**src/rtl/circ_vec_loader.sv**
```systemverilog
// circ_vec_loader: serial valid/ready word stream -> parallel vector via a 2-bank ping-pong buffer.
// Optional build macro CIRC_VEC_LOADER_CANON_EN folds 2^31-1 to 0 on store (WORD_WIDTH == 31 only).
module circ_vec_loader #(
    parameter int WORD_WIDTH = 31,
    parameter int MTX_SIZE   = 16
) (
    input  logic                          clk,
    input  logic                          reset,
    input  logic [WORD_WIDTH-1:0]         in_word,
    input  logic                          in_valid,
    output logic                          in_ready,
    input  logic                          in_flush,
    output logic [WORD_WIDTH-1:0]         vec [0:MTX_SIZE-1],
    output logic                          vec_valid,
    input  logic                          vec_ready,
    output logic [$clog2(MTX_SIZE):0]     fill_cnt
);

    localparam int IDX_W = $clog2(MTX_SIZE);
    localparam int CNT_W = IDX_W + 1;
    localparam logic [IDX_W-1:0] LAST_IDX = IDX_W'(MTX_SIZE - 1);

    function automatic logic [WORD_WIDTH-1:0] canon_word(input logic [WORD_WIDTH-1:0] w);
        logic [WORD_WIDTH-1:0] r;
`ifdef CIRC_VEC_LOADER_CANON_EN
        if ((WORD_WIDTH == 31) && (w == {WORD_WIDTH{1'b1}})) begin
            r = {WORD_WIDTH{1'b0}};
        end else begin
            r = w;
        end
`else
        r = w;
`endif
        return r;
    endfunction

    logic [WORD_WIDTH-1:0] bank_r [0:1][0:MTX_SIZE-1];
    logic [1:0]            full_r;
    logic                  wr_bank_r;
    logic                  rd_bank_r;
    logic [IDX_W-1:0]      wr_idx_r;

    logic                  in_ready_s;
    logic                  accept_s;
    logic                  last_s;
    logic                  consume_s;
    logic [1:0]            full_nxt_s;

    // Handshake decode; accept-last and consume may coincide, they always touch different banks.
    always_comb begin
        in_ready_s = !full_r[wr_bank_r] && !in_flush;
        accept_s   = in_valid && in_ready_s;
        last_s     = accept_s && (wr_idx_r == LAST_IDX);
        consume_s  = full_r[rd_bank_r] && vec_ready;
        full_nxt_s = full_r;
        if (consume_s) begin
            full_nxt_s[rd_bank_r] = 1'b0;
        end else begin
            full_nxt_s[rd_bank_r] = full_r[rd_bank_r];
        end
        if (last_s) begin
            full_nxt_s[wr_bank_r] = 1'b1;
        end else begin
            full_nxt_s[wr_bank_r] = full_nxt_s[wr_bank_r];
        end
    end

    // Bank occupancy and read/write pointers.
    always_ff @(posedge clk or posedge reset) begin
        if (reset) begin
            full_r    <= 2'b00;
            wr_bank_r <= 1'b0;
            rd_bank_r <= 1'b0;
            wr_idx_r  <= {IDX_W{1'b0}};
        end else begin
            full_r <= full_nxt_s;
            if (consume_s) begin
                rd_bank_r <= ~rd_bank_r;
            end
            if (in_flush) begin
                wr_idx_r <= {IDX_W{1'b0}};
            end else if (last_s) begin
                wr_idx_r  <= {IDX_W{1'b0}};
                wr_bank_r <= ~wr_bank_r;
            end else if (accept_s) begin
                wr_idx_r <= wr_idx_r + IDX_W'(1);
            end
        end
    end

    // Word storage; cleared on reset so vec reads zero until the first vector lands.
    always_ff @(posedge clk or posedge reset) begin
        if (reset) begin
            for (int b = 0; b < 2; b++) begin
                for (int i = 0; i < MTX_SIZE; i++) begin
                    bank_r[b][i] <= {WORD_WIDTH{1'b0}};
                end
            end
        end else if (accept_s) begin
            bank_r[wr_bank_r][wr_idx_r] <= canon_word(in_word);
        end
    end

    // Output view of the read bank and write-bank fill level.
    always_comb begin
        for (int i = 0; i < MTX_SIZE; i++) begin
            vec[i] = bank_r[rd_bank_r][i];
        end
        in_ready  = in_ready_s;
        vec_valid = full_r[rd_bank_r];
        if (full_r[wr_bank_r]) begin
            fill_cnt = CNT_W'(MTX_SIZE);
        end else begin
            fill_cnt = {1'b0, wr_idx_r};
        end
    end

endmodule

```
**config.mk**
```make
export PLATFORM = sky130hd
export DESIGN_NAME = circ_vec_loader
export DESIGN_NICKNAME = d
export VERILOG_FILES = /design/src/rtl/circ_vec_loader.sv
export SDC_FILE = /design/constraint.sdc
export NUM_CORES = 2
export LEC_CHECK = 0
export BUFFER_PORTS_ARGS = -buffer_cell sky130_fd_sc_hd__buf_4
export CAP_MARGIN = 25
export CORE_ASPECT_RATIO = 0.9
export CORE_MARGIN = 8
export CORE_UTILIZATION = 55
export DETAILED_ROUTE_END_ITERATION = 10
export PLACE_DENSITY = 0.73
export SETUP_SLACK_MARGIN = 0.2
export SLEW_MARGIN = 20
export SYNTH_ARGS = -nofsm -noshare
export SYNTH_HDL_FRONTEND = slang
export SYNTH_SLANG_ARGS = --single-unit
```
**constraint.sdc**
```tcl
create_clock -name clk -period 83.3 [get_ports clk]
set_input_delay 0 -clock clk [delete_from_list [all_inputs] [get_ports clk]]
set_output_delay 0 -clock clk [all_outputs]
set_load 0.01 [all_outputs]
```
==> flow_summary.toml <==
[pwr]
power-per-cell-area_nw_per_um2 = 21.67
p_total_mw = 1.129
p_leak_nw = 27.46
ir_drop_mv = 0.01910

[status]
status = "finished, final reports clean"

[setup_path]
crit_slowest_cell = "dfrtp_4"
crit_path_end_kind = "output pin"
arrival_ps = 4560
reg2reg_to = "bank_r[246]"
r2r_start = "wr_idx_r[0]"
crit_family = "buffers and inverters"
cp_common_cell = "buf_4"
reg2reg_depth = 5
cp_slowest_stage_delay_ps = 820
path_max_fanout = 72
cp_num_buf_inv = 6
rrSetupSlack_ps = 80310
critPathLaunchType = "flip-flop"
critPathKind = "flip-flop to output pin"
required_ps = 83300
crit_chain = "buf_4, buf_16, buf_4, buf_16, buf_4, mux2_2, buf_4"

[synth]
synth_area_um2 = 43330
yosysUniqueCellTypes = 28
syn_nets = 2866
async_reset_ff_share_pct = 100.0
ys.flop_type = "dfrtp_1"
synth_warnings = 0
synth_edf_count = 0
avgSynthCellArea_um2 = 15.33
ys_seq_elements = 1000
synth_cells = 2826
seq_area_frac_synth_pct = 57.75

[global_route]
antenna_found_initial = 0
grt_pass1_vias = 28490
grt_max_degree = 188
overflow = 0
grt.total_usage_pct = 27.95
grt_pass1_wl_um = 186700

[timing]
fmax_mhz = 219.4
period_minus_slack_ps = 4559
clock_skew_ps = 24.82
rsz0062_at_grt = "false"
drv_slew = 0
finalSetupViolCount = 0
hold_viol = 0
max-slew-margin-rel_pct = 32.54
fin_crit_sh_pct = 5.473
worst_pin_slew_ps = 1012
tns_ps = 0

[route]
routedWlPerCell_um = 28.33
firstDrtPassIters = 5
vias = 26020
antenna_left = 0
drcViolationCount = 0
first_iter_violations = 1662
viasPerCell = 5.886
wirelength_um = 125300

[cts]
cts_root_buf = "clkbuf_16"
worst_setup_hold_path_clk_slew_ps = 60
cts_buffers = 99
cts_tree = "yes"
cts_sinks = 1000
clockBufferDepth = 3
h-tree-depth = 3
clk_latency_ps = 650
post_cts_buffers = 0

[floorplan]
start_util_pct = 55.61
die_h_um = 282.3
die_area_um2 = 88030
placementRows = 97
die_w_um = 311.9
core_um2 = 77920
pin_count = 539

[layout]
most-common-layout-cells = "mux2_2 (1485), dfrtp_1 (999), buf_4 (587), clkbuf_16 (100), dlygate4sd3_1 (35)"
nNetsFinal = 3343
antenna_cells = 0
n_fill_cell = 5464
final-seq-area_um2 = 25030
final_common_cell = "mux2_2"
synthToLayoutAreaGrowth_pct = 20.17
drive_above_1_share_pct = 67.42
multi_input_area_um2 = 17410

[hold_path]
hold_path.class = "primary input to asynchronous set/reset pin"

[placed_design]
place.port_buffers = 538
gp_congestion = 0.8440
place_hpwl_um = 82670

[run]
maxCapViolCount = 0
==> flip-flops by register name (all words and copies together) (netlist names) <==
register and count:
bank_r 992, full_r 2, rd_bank_r 1, wr_bank_r 1, wr_idx_r 4
==> power breakdown <==
| group | total (mW) | switching, mW | internal, mW |
|---|---|---|---|
| Clock | 0.449 | 0.189 | 0.261 |
| Sequential | 0.524 | 0.0150 | 0.509 |
| Combinational | 0.155 | 0.0793 | 0.0756 |
==> how the worst max path moves through the flow <==
| stage | from | cells after the start | slack (ps) | endpoint |
|---|---|---|---|---|
| 2_1_floorplan | reset | 1 | 55160 | bank_r[0] |
| 3_3_place_gp | rd_bank_r | 5 | 79100 | vec[0] |
| 3_5_place_dp | rd_bank_r | 6 | 79210 | vec[32] |
| 4_1_cts | rd_bank_r | 6 | 78520 | vec[32] |
| 5_1_grt | rd_bank_r | 7 | 78550 | vec[220] |
| 6_report | rd_bank_r | 7 | 78740 | vec[32] |
==> layer usage <==
layer / share of wire (%) / vias up / track usage (%)
met5: 0 / - / 0
met4: 3.6 / 0 / 9.956
met3: 5.0 / 213 / 5.184
met2: 48 / 735 / 45.88
met1: 43 / 14040 / 37.48
li1: - / 11040 / -
==> cell usage after synthesis, drive strengths merged, types with 2 or more instances <==
master  instances  area [µm²]
buf           102       454.2
nor4bb          2       20.02
nand2           2       7.510
and2            2       12.51
mux2         1490       16780
a21o            2       15.01
nor2b           3       18.77
nor2            7       26.28
ha              4       50.05
nand3          32       160.2
a31oi           4       25.02
clkbuf        156       585.6
o21ai           2       10.01
a21oi           2       10.01
dfrtp        1000       25020
inv             6       22.52
==> per-stage QoR <==
| stage | area [µm²] | setup slack, ps | util [%] | hold slack [ps] | instances |
|---|---|---|---|---|---|
| 3_3_place_gp | 48220 | 79100 | 61.88 | 177.3 | 4198 |
| 3_5_place_dp | 48310 | 79210 | 62.01 | 192.3 | 4202 |
| 4_1_cts | 51950 | 78520 | 66.67 | 56.10 | 4417 |
| 6_report | 52070 | 78740 | 66.83 | 28.75 | 4421 |
| 2_1_floorplan | 43330 | 55160 | - | 107.1 | 2826 |
| 5_1_grt | 52070 | 78550 | 66.83 | 99.87 | 4421 |
==> kinds of logic (layout without fill, tap and decap cells) <==
kind of cell	Yosys count	count (layout)	share of synthesized area, %
fa+ha+maj	4	4	0.1155
buf+inv	264	820	2.452
mux	1491	1491	38.75
flops	1000	1000	57.75
compound gates	13	13	0.2021
simple gates	54	54	0.7335
==> tightest hold or removal path: cells and delay by family <==
family   cells  cell delay, ps
buf+inv      3            1170
==> timing repair <==
item / in CTS / in global routing
gates resized for setup: 0 / 0
hold endpoints to repair: 1101 / 0
hold buffers: 35 / 0
==> layout make-up <==
class,count,area share (%)
Multi-Input combinational cell,1562,33.44
Clock buffer,148,5.671
Clock inverter,32,0.6392
Timing Repair Buffer,634,9.633
Sequential cell,1000,48.06
Inverter,6,0.05767
Tap cell,1039,2.497
No activity file was read; power rests on OpenSTA's default activity.
